--- config.mk ---
export PLATFORM = sky130hd
export DESIGN_NAME = exp_flush_ctrl_flat
export DESIGN_NICKNAME = d
export VERILOG_FILES = /design/src/rtl/exp_flush_ctrl_if.sv /design/src/rtl/exp_flush_ctrl.sv /design/src/flat_wrapper.sv
export SDC_FILE = /design/constraint.sdc
export NUM_CORES = 1
export LEC_CHECK = 0
export ABC_CLOCK_PERIOD_IN_PS = 3600
export CORE_UTILIZATION = 35
export CTS_BUF_LIST = sky130_fd_sc_hd__clkbuf_8
export CTS_CLUSTER_SIZE = 28
export DETAILED_ROUTE_END_ITERATION = 7
export PLACE_DENSITY_LB_ADDON = 0.2
export SLEW_MARGIN = 30
export SYNTH_ARGS = -nofsm -noshare
export SYNTH_HDL_FRONTEND = slang
export SYNTH_SLANG_ARGS = --single-unit
--- constraint.sdc ---
create_clock -name clk -period 3.6 [get_ports clk]
set_input_delay 0.54 -clock clk [delete_from_list [all_inputs] [get_ports clk]]
set_output_delay 0.54 -clock clk [all_outputs]
set_load 0.005 [all_outputs]
--- src/rtl/exp_flush_ctrl_if.sv ---
// exp_flush_ctrl_if: bundle between the EX/MEM pipeline register outputs and
// the exception/ERET flush controller.
//
//   we_in          EX/MEM write enables (mem, reg, hi, lo, cp0, ...)
//   exp_valid      exception detected in MEM this cycle
//   exp_code       exception code, valid with exp_valid
//   exp_pc         PC of the faulting instruction
//   in_delay_slot  faulting instruction sits in a branch delay slot
//   eret           ERET in MEM this cycle
//   we_out         gated write enables toward RF, HI/LO, CP0 and data memory
//   flush          flush IF/ID, ID/EX and EX/MEM
//   redirect_valid one-cycle PC redirect strobe to the IF-stage PC mux
//   redirect_pc    redirect target
//   epc            captured EPC
//   cause_code     captured exception code
//   bd             captured branch-delay flag
//   exl            exception level bit
//   busy           controller is not idle
//
// master: the pipeline side that produces the events and consumes the gated
// enables and redirect.  slave: the controller itself.
interface exp_flush_ctrl_if #(
  parameter int N_WE   = 5,
  parameter int PC_W   = 32,
  parameter int CODE_W = 5
);
  logic [N_WE-1:0]   we_in;
  logic              exp_valid;
  logic [CODE_W-1:0] exp_code;
  logic [PC_W-1:0]   exp_pc;
  logic              in_delay_slot;
  logic              eret;

  logic [N_WE-1:0]   we_out;
  logic              flush;
  logic              redirect_valid;
  logic [PC_W-1:0]   redirect_pc;
  logic [PC_W-1:0]   epc;
  logic [CODE_W-1:0] cause_code;
  logic              bd;
  logic              exl;
  logic              busy;

  modport master (
    output we_in, exp_valid, exp_code, exp_pc, in_delay_slot, eret,
    input  we_out, flush, redirect_valid, redirect_pc, epc, cause_code, bd, exl, busy
  );

  modport slave (
    input  we_in, exp_valid, exp_code, exp_pc, in_delay_slot, eret,
    output we_out, flush, redirect_valid, redirect_pc, epc, cause_code, bd, exl, busy
  );
endinterface

--- src/rtl/exp_flush_ctrl.sv ---
// exp_flush_ctrl: MEM-stage exception/ERET flush controller.
//
// Gates the EX/MEM write enables, captures EPC/cause/BD when an exception is
// taken, holds flush to the younger stages for FLUSH_CYCLES cycles and then
// issues a one-cycle PC redirect to EXC_VECTOR (exception) or EPC (ERET).
//
// Ports:
//   clk     rising-edge clock
//   resetn  asynchronous, active-low reset
//   bus     exp_flush_ctrl_if.slave (events in, gated enables/redirect out)
//
// Parameters: N_WE, FLUSH_CYCLES (1..15), PC_W, CODE_W, EXC_VECTOR. The
// interface instance must use the same N_WE, PC_W and CODE_W.
module exp_flush_ctrl #(
  parameter int              N_WE         = 5,
  parameter int              FLUSH_CYCLES = 2,
  parameter int              PC_W         = 32,
  parameter int              CODE_W       = 5,
  parameter logic [PC_W-1:0] EXC_VECTOR   = 32'hBFC00380
) (
  input  logic             clk,
  input  logic             resetn,
  exp_flush_ctrl_if.slave  bus
);

  typedef enum logic [1:0] {
    ST_IDLE     = 2'd0,
    ST_FLUSH    = 2'd1,
    ST_REDIRECT = 2'd2
  } state_t;

  // Counter load: FLUSH is left when cnt reaches 0, so loading N-1 yields N
  // cycles in FLUSH.
  localparam logic [3:0] CNT_INIT = 4'(FLUSH_CYCLES - 1);

  state_t            state, state_next;
  logic [3:0]        cnt, cnt_next;
  logic              tgt_epc, tgt_epc_next;
  logic [PC_W-1:0]   epc_q, epc_next;
  logic [CODE_W-1:0] cause_q, cause_next;
  logic              bd_q, bd_next;
  logic              exl_q, exl_next;

  logic [N_WE-1:0]   we_out_c;
  logic              flush_c;
  logic              redirect_valid_c;
  logic [PC_W-1:0]   redirect_pc_c;

  always_ff @(posedge clk or negedge resetn) begin
    if (!resetn) begin
      state   <= ST_IDLE;
      cnt     <= 4'd0;
      tgt_epc <= 1'b0;
      epc_q   <= '0;
      cause_q <= '0;
      bd_q    <= 1'b0;
      exl_q   <= 1'b0;
    end else begin
      state   <= state_next;
      cnt     <= cnt_next;
      tgt_epc <= tgt_epc_next;
      epc_q   <= epc_next;
      cause_q <= cause_next;
      bd_q    <= bd_next;
      exl_q   <= exl_next;
    end
  end

  always_comb begin
    state_next       = state;
    cnt_next         = cnt;
    tgt_epc_next     = tgt_epc;
    epc_next         = epc_q;
    cause_next       = cause_q;
    bd_next          = bd_q;
    exl_next         = exl_q;
    we_out_c         = bus.we_in;
    flush_c          = 1'b0;
    redirect_valid_c = 1'b0;
    redirect_pc_c    = EXC_VECTOR;

    unique case (state)
      ST_IDLE: begin
        // Exception has priority over a simultaneous ERET.
        if (bus.exp_valid) begin
          we_out_c = '0;
          flush_c  = 1'b1;
          // A nested exception (EXL already set) must not overwrite the
          // EPC/BD of the exception still being handled.
          if (!exl_q) begin
            epc_next = bus.in_delay_slot ? (bus.exp_pc - PC_W'(4)) : bus.exp_pc;
            bd_next  = bus.in_delay_slot;
          end
          cause_next   = bus.exp_code;
          exl_next     = 1'b1;
          tgt_epc_next = 1'b0;
          cnt_next     = CNT_INIT;
          state_next   = ST_FLUSH;
        end else if (bus.eret) begin
          we_out_c     = '0;
          flush_c      = 1'b1;
          exl_next     = 1'b0;
          tgt_epc_next = 1'b1;
          cnt_next     = CNT_INIT;
          state_next   = ST_FLUSH;
        end
      end

      // Events seen here come from wrong-path instructions and are dropped.
      ST_FLUSH: begin
        we_out_c = '0;
        flush_c  = 1'b1;
        if (cnt == 4'd0) begin
          state_next = ST_REDIRECT;
        end else begin
          cnt_next = cnt - 4'd1;
        end
      end

      ST_REDIRECT: begin
        we_out_c         = '0;
        flush_c          = 1'b1;
        redirect_valid_c = 1'b1;
        redirect_pc_c    = tgt_epc ? epc_q : EXC_VECTOR;
        state_next       = ST_IDLE;
      end

      default: begin
        state_next = ST_IDLE;
      end
    endcase
  end

  assign bus.we_out         = we_out_c;
  assign bus.flush          = flush_c;
  assign bus.redirect_valid = redirect_valid_c;
  assign bus.redirect_pc    = redirect_pc_c;
  assign bus.epc            = epc_q;
  assign bus.cause_code     = cause_q;
  assign bus.bd             = bd_q;
  assign bus.exl            = exl_q;
  assign bus.busy           = (state != ST_IDLE);

endmodule
--- src/flat_wrapper.sv ---
// flat-port wrapper written by rule: the top's interface ports become plain ports
module exp_flush_ctrl_flat 
#(
  parameter int              N_WE         = 5,
  parameter int              FLUSH_CYCLES = 2,
  parameter int              PC_W         = 32,
  parameter int              CODE_W       = 5,
  parameter logic [PC_W-1:0] EXC_VECTOR   = 32'hBFC00380
)
  (clk, resetn, bus_we_in, bus_exp_valid, bus_exp_code, bus_exp_pc, bus_in_delay_slot, bus_eret, bus_we_out, bus_flush, bus_redirect_valid, bus_redirect_pc, bus_epc, bus_cause_code, bus_bd, bus_exl, bus_busy);
  exp_flush_ctrl_if #(.N_WE(N_WE), .PC_W(PC_W), .CODE_W(CODE_W)) bus_i ();
  input  logic clk;
  input  logic resetn;
  input wire logic [$bits(bus_i.we_in)-1:0] bus_we_in;
  input wire logic [$bits(bus_i.exp_valid)-1:0] bus_exp_valid;
  input wire logic [$bits(bus_i.exp_code)-1:0] bus_exp_code;
  input wire logic [$bits(bus_i.exp_pc)-1:0] bus_exp_pc;
  input wire logic [$bits(bus_i.in_delay_slot)-1:0] bus_in_delay_slot;
  input wire logic [$bits(bus_i.eret)-1:0] bus_eret;
  output wire logic [$bits(bus_i.we_out)-1:0] bus_we_out;
  output wire logic [$bits(bus_i.flush)-1:0] bus_flush;
  output wire logic [$bits(bus_i.redirect_valid)-1:0] bus_redirect_valid;
  output wire logic [$bits(bus_i.redirect_pc)-1:0] bus_redirect_pc;
  output wire logic [$bits(bus_i.epc)-1:0] bus_epc;
  output wire logic [$bits(bus_i.cause_code)-1:0] bus_cause_code;
  output wire logic [$bits(bus_i.bd)-1:0] bus_bd;
  output wire logic [$bits(bus_i.exl)-1:0] bus_exl;
  output wire logic [$bits(bus_i.busy)-1:0] bus_busy;
  assign bus_i.we_in = bus_we_in;
  assign bus_i.exp_valid = bus_exp_valid;
  assign bus_i.exp_code = bus_exp_code;
  assign bus_i.exp_pc = bus_exp_pc;
  assign bus_i.in_delay_slot = bus_in_delay_slot;
  assign bus_i.eret = bus_eret;
  assign bus_we_out = bus_i.we_out;
  assign bus_flush = bus_i.flush;
  assign bus_redirect_valid = bus_i.redirect_valid;
  assign bus_redirect_pc = bus_i.redirect_pc;
  assign bus_epc = bus_i.epc;
  assign bus_cause_code = bus_i.cause_code;
  assign bus_bd = bus_i.bd;
  assign bus_exl = bus_i.exl;
  assign bus_busy = bus_i.busy;
  exp_flush_ctrl #(.N_WE(N_WE), .FLUSH_CYCLES(FLUSH_CYCLES), .PC_W(PC_W), .CODE_W(CODE_W), .EXC_VECTOR(EXC_VECTOR)) u_core (.clk(clk), .resetn(resetn), .bus(bus_i));
endmodule
==> results.toml, run 1 <==
[run_status]
status = "finished, final reports clean"

[clock_network]
cts_buffers = 5
cts_buffer_depth = 2
cts-htree-levels = 2
holdBufCountCts = 0
postCtsSetupBuffers = 0
cts_root_buffer = "clkbuf_8"
clkTransAtPathRegs_ns = 0.08
cts_resized = 0
insertion_delay_ns = 0.30
cts_tree = "built"
cts_sinks = 46

[routing]
vias = 2485
postRouteAntennaNets = 0
wl_per_cell_um = 13.7
drt_iter0_markers = 88
dr.pass1.iters = 4
wirelength_um = 7040
drcViolationCount = 0
vias_per_cell = 4.84

[floorplanning]
start_util_pct = 36.7
die_h_um = 89.7
coreArea_mm2 = 0.00733
die_width_um = 89.7
ioPinCount = 126
row_count = 31
die_area_mm2 = 0.00804

[logic_synthesis]
ys_types = 39
ys_ff_latch = 46
synth_enable_flop_cells = 0
synth.cell_area_mm2 = 0.00269
ys.flop_type = "dfrtp_1"
yosysWarnings = 0
syn_area_per_cell_um2 = 9.19
synth_top_area_share_pct = 42.8
seq_area_frac_synth_pct = 42.8
yosysMostFrequentCell = "nor2_1"
synth_area_leader_cell = "dfrtp_1"
synthArstFlopShare_pct = 100
ys_top_cells_by_count = "49 x nor2_1, 46 x dfrtp_1, 33 x a21oi_1, 20 x and3_1, 20 x xor2_1"
synth_nets = 347
synth_cells = 293
synthTopCellsByArea = "dfrtp_1 43%, nor2_1 6.8%, xor2_1 6.5%, a21oi_1 6.1%, and3_1 4.6%"

[sta]
tns_ns = 0
fin_crit_sh_pct = 82.6
finalCriticalPeriod_ns = 2.97
drv_slew = 0
worst_clock_skew_ns = 0.00861
slew_headroom_pct = 54.9
finalHoldViolations = 0
max_clock_freq_mhz = 336
tightest_slew_ns = 0.673
setup_viol = 0
rsz0062_at_grt = "false"
whs_ns = 0.238

[worst_setup_path]
r2r-end = "u_core.bus.epc[31]$_DFFE_PN0P_"
cp_slowest_cell = "clkdlybuf4s50_1"
path_class = "reg -> out"
critPathMaxStageDelay_ns = 0.51
crit_path_end_kind = "output port"
crit_fanout = 8
crit_chain = "inv_1 > ha_1 > nor3b_1 > nor2_1 > nor2b_1 > clkdlybuf4s50_1"
cp-start-kind = "flop"
regToRegStartpoint = "u_core.state[0]$_DFFE_PN0P_"
required_ns = 3.06
r2r_setup_slack_ns = 1.49
reg2regPathDepth = 7
crit_arrival_ns = 2.43

[grt]
grt-ovfl-total = 0
grt_antenna_before_repair = 0
grt_max_degree = 59
grt_first_pass_wirelength_um = 11100
grt.total_usage_pct = 18.2
first_global_vias = 2360

[final_layout]
antenna_cells = 0
drive_gt1_share_pct = 9.66
area_growth_pct = 52.2
fin_util_pct = 55.9
design_area_mm2 = 0.00410
nets = 467

[pwr]
power_mw = 2.65
p_leak_nw = 1.64
peakVddDrop_mv = 0.326
p_per_area_mw_per_mm2 = 648

[placement]
place.gp.congestion = 0.844
io_buffers = 125
dpl_cell_area_mm2 = 0.00400
dp_hpwl_um = 5290

[job]
maxCapViolations = 0

[worst_hold_path]
hold_path.class = "in -> async"
==> per-layer routing <==
layer | up-vias | share of wire, % | global-route usage (%) | routed length [µm]
met5 | - | 0 | 0 | 0
met3 | 9 | 5.9 | 3.29 | 415
met2 | 82 | 47 | 30.2 | 3280
met1 | 1156 | 46 | 24.0 | 3260
met4 | 0 | 1.2 | 6.49 | 87
li1 | 1238 | - | - | -
==> layout by cell type, fill, tap and decap left out, types with 3 or more instances in the layout <==
cell type / count
nor3_1: 5
xnor2_1: 9
or4_1: 3
mux2_2: 9
nand2_1: 13
nor4_1: 4
buf_4: 3
nand3_1: 5
nor2_1: 49
or2_2: 12
clkdlybuf4s50_1: 124
a21oi_1: 33
dfrtp_1: 46
inv_1: 10
ha_1: 7
clkbuf_8: 6
nand2b_1: 3
and3_1: 20
nor2b_1: 6
xor2_1: 20
==> sequential cells by signal (all words and copies together) (netlist names) <==
register / count
u_core.bus.epc: 32
u_core.cnt: 4
u_core.bus.bd: 1
u_core.tgt_epc: 1
u_core.state: 2
u_core.bus.cause_code: 5
u_core.bus.exl: 1
==> worst max-delay path: cells and delay by family, from the launching register on <==
kind | cells | cell delay [ns]
buf+inv | 2 | 0.61
simple gates | 3 | 0.81
fa+ha+maj | 1 | 0.29
flops | 1 | 0.43
==> area by class of cell <==
type / count / area (µm²)
clock buffers: 6 / 82.6
clock inverters: 2 / 8.76
fillers: 689 / 3240
inverters: 9 / 33.8
multi-input cells: 224 / 1430
flip-flops and latches: 46 / 1150
well taps: 99 / 124
repair buffers: 127 / 1260
==> cells by family (layout without fill, tap and decap cells) <==
group | after synthesis | after routing | share of synthesized area [%]
AND/OR/NAND/NOR | 138 | 138 | 28.3
AO/OA/AOI/OAI | 41 | 41 | 8.28
buffers and inverters | 23 | 144 | 4.23
multiplexers | 9 | 9 | 3.77
flip-flops | 46 | 46 | 42.8
XOR/XNOR | 29 | 29 | 9.44
adder cells (fa/ha/maj) | 7 | 7 | 3.25
==> where the power goes <==
group          internal (mW)  switching (mW)  leakage [nW]  total [mW]
Sequential             0.769           0.215         0.525       0.984
Clock                  0.152           0.170        0.0524       0.323
Combinational          0.829           0.517          1.07        1.35
Total                   1.75           0.902          1.64        2.65
==> per-stage QoR <==
step	cells	setup slack, ns
4_1_cts	513	0.634
3_5_place_dp	505	0.631
5_1_grt	513	0.387
3_3_place_gp	505	0.665
6_report	513	0.626
2_1_floorplan	293	1.29
==> worst max path at each step <==
stage / from / endpoint / slack [ns] / cells after the start
2_1_floorplan: bus_exp_pc[12] / u_core.bus.epc[31]$_DFFE_PN0P_ / 1.29 / 5
3_3_place_gp: bus_exp_pc[12] / u_core.bus.epc[31]$_DFFE_PN0P_ / 0.67 / 6
3_5_place_dp: bus_exp_pc[12] / u_core.bus.epc[31]$_DFFE_PN0P_ / 0.63 / 6
4_1_cts: u_core.state[0]$_DFFE_PN0P_ / bus_we_out[3] / 0.63 / 6
5_1_grt: u_core.state[1]$_DFFE_PN0P_ / bus_we_out[0] / 0.39 / 6
6_report: u_core.state[0]$_DFFE_PN0P_ / bus_we_out[3] / 0.63 / 6
Note: power is estimated with default switching activity, not from simulation.
==> run 2: changes to the inputs <==
--- a/config.mk
+++ b/config.mk
@@ -5,7 +5,7 @@
 export SDC_FILE = /design/constraint.sdc
 export NUM_CORES = 1
 export LEC_CHECK = 0
-export ABC_CLOCK_PERIOD_IN_PS = 3600
+export ABC_CLOCK_PERIOD_IN_PS = 2600
 export CORE_UTILIZATION = 35
 export CTS_BUF_LIST = sky130_fd_sc_hd__clkbuf_8
 export CTS_CLUSTER_SIZE = 28
==> constraint.sdc (replaced) <==
create_clock -name clk -period 2.6 [get_ports clk]
set_input_delay 0.39 -clock clk [delete_from_list [all_inputs] [get_ports clk]]
set_output_delay 0.39 -clock clk [all_outputs]
set_load 0.005 [all_outputs]
==> run 2 against run 1 <==
Cell area increased by 3.9%. Clock skew decreased by 0.0033 ns. Cell count increased by 3.7%. Highest routed layer unchanged. First-iteration DRC count decreased by 32%. Sequential cell count unchanged. Setup slack got worse by 0.44 ns. Global-route usage increased by 0.54 points. Largest power group unchanged. Sequential power increased by 35%. Non-clock buffer count increased by 20. Worst hold slack got worse by 0.20 ns. Via count increased by 2.3%. Combinational power increased by 46%.
==> results.toml, run 2 (synthesis results as in run 1) <==
[run_status]
status = "finished, final reports clean"

[routing]
vias = 2542
vias_per_cell = 4.78
postRouteAntennaNets = 0
dr.pass1.iters = 4
drt_iter0_markers = 60
drcViolationCount = 0
wirelength_um = 7130
wl_per_cell_um = 13.4

[worst_setup_path]
crit_path_end_kind = "output port"
regToRegStartpoint = "u_core.state[0]$_DFFE_PN0P_"
cp-start-kind = "flop"
crit_chain = "inv_1 > ha_1 > nor3b_4 > nor2_1 > nor2b_1 > clkdlybuf4s50_1"
reg2regPathDepth = 7
path_delay_family = "buffers and inverters"
path_class = "reg -> out"
critPathMaxStageDelay_ns = 0.51
r2r_setup_slack_ns = 0.68
critPathBufInv = 2
crit_arrival_ns = 2.02
r2r-end = "u_core.cnt[3]$_DFFE_PN0P_"
crit_fanout = 5
cp_slowest_cell = "clkdlybuf4s50_1"
required_ns = 2.21

[final_layout]
drive_gt1_share_pct = 14.1
antenna_cells = 0
design_area_mm2 = 0.00425
mostFrequentLayoutCells = "124 x clkdlybuf4s50_1, 49 x nor2_1, 46 x dfrtp_1, 33 x a21oi_1, 21 x buf_4"
fillers = 657
nets = 487
largest_reg_flops = 32
layout_commonest_cell = "clkdlybuf4s50_1"
multi_input_area_mm2 = 0.00144
seq_area_mm2 = 0.00115
area_growth_pct = 58.1

[floorplanning]
ioPinCount = 126
row_count = 31
coreArea_mm2 = 0.00733
die_width_um = 89.7
die_h_um = 89.7
die_area_mm2 = 0.00804
start_util_pct = 36.7

[placement]
dp_hpwl_um = 5490
dpl_cell_area_mm2 = 0.00416
place.gp.congestion = 0.844
dp_worst_setup_slack_ns = 0.0164
io_buffers = 125

[sta]
setup_viol = 0
fin_crit_sh_pct = 92.8
finalHoldViolations = 0
worst_clock_skew_ns = 0.00532
drv_slew = 0
final.setup.worst_slack_ns = 0.186
tns_ns = 0
rsz0062_at_grt = "false"
slew_headroom_pct = 56.8
whs_ns = 0.0373
finalCriticalPeriod_ns = 2.41
max_clock_freq_mhz = 414
tightest_slew_ns = 0.643

[clock_network]
cts_buffers = 5
clkTransAtPathRegs_ns = 0.08
cts_buffer_depth = 2
cts_sinks = 46
cts_tree = "built"
cts-htree-levels = 2
cts_root_buffer = "clkbuf_8"
insertion_delay_ns = 0.29

[pwr]
p_leak_nw = 1.74
power_mw = 3.70
peakVddDrop_mv = 0.437
p_per_area_mw_per_mm2 = 869

[grt]
use_met1_pct = 25.3
grt_max_degree = 59
grt-busiest-layer = "met2"
grt.total_usage_pct = 18.8
grt_antenna_before_repair = 0
use_met3_pct = 2.93
grt_first_pass_wirelength_um = 11600
met2_usage_pct = 31.5
grt-ovfl-total = 0
first_global_vias = 2501

[worst_hold_path]
hold_path.class = "in -> async"

[job]
maxCapViolations = 0
-- run 2: cell count changes in the layout (fill, tap and decap cells not counted) --
cell | before | now
buf_2 | 0 | 1
inv_1 | 10 | 9
clkbuf_8 | 6 | 5
clkinv_2 | 1 | 2
nor3b_1 | 1 | 0
buf_12 | 0 | 1
buf_4 | 3 | 21
nor3b_4 | 0 | 1
-- run 2: worst max path at each step --
stage | start | endpoint | slack, ns | depth (start not counted)
CTS | u_core.state[1]$_DFFE_PN0P_ | bus_we_out[2] | 0.11 | 6
finish | u_core.state[1]$_DFFE_PN0P_ | bus_we_out[2] | 0.19 | 6
floorplan | bus_exp_pc[12] | u_core.bus.epc[31]$_DFFE_PN0P_ | 0.44 | 5
detailed placement | bus_exp_pc[12] | u_core.bus.epc[31]$_DFFE_PN0P_ | 0.02 | 6
global route | u_core.state[1]$_DFFE_PN0P_ | bus_we_out[0] | 0.01 | 6
global placement | bus_exp_pc[12] | u_core.bus.epc[31]$_DFFE_PN0P_ | 0.08 | 6
-- run 2: area by class of cell --
cell class,count,area share (%)
multi-input combinational,224,33.9
timing repair buffer,147,33.5
sequential,46,27.1
tap,99,2.91
clock buffer,5,1.62
inverter,9,0.794
clock inverter,2,0.235
-- run 2: worst reg2reg max path, delay by kind of cell (launching register included) --
kind / cells / cell delay [ns]
xor gates and xnor gates: 1 / 0.16
buffers and inverters: 1 / 0.08
adders and majority gates: 1 / 0.23
AOI/OAI and AO/OA: 1 / 0.56
DFF: 1 / 0.41
and+or+nand+nor: 3 / 0.36
-- run 2: routing by layer --
layer  wire (µm)  share of wire [%]
met2        3340                 47
met3         322                4.5
met1        3400                 48
met4          68               0.95
met5           0                  0
-- run 2: report_power, final --
| group | switching [mW] | internal, mW |
|---|---|---|
| Clock | 0.223 | 0.181 |
| Combinational | 0.767 | 1.20 |
| Sequential | 0.262 | 1.07 |
| Total | 1.25 | 2.44 |
-- run 2: stage by stage --
step	utilization, %	instances
global placement	56.8	525
detailed placement	56.8	525
global route	58.0	532
floorplan	-	293
finish	58.0	532
CTS	57.9	532
-- run 2: what timing repair did --
action	CTS	global route
gates resized for setup	1	1
hold endpoints to repair	0	0
hold buffers	0	0
endpoints found under the setup margin	5	5
buffers inserted	0	0
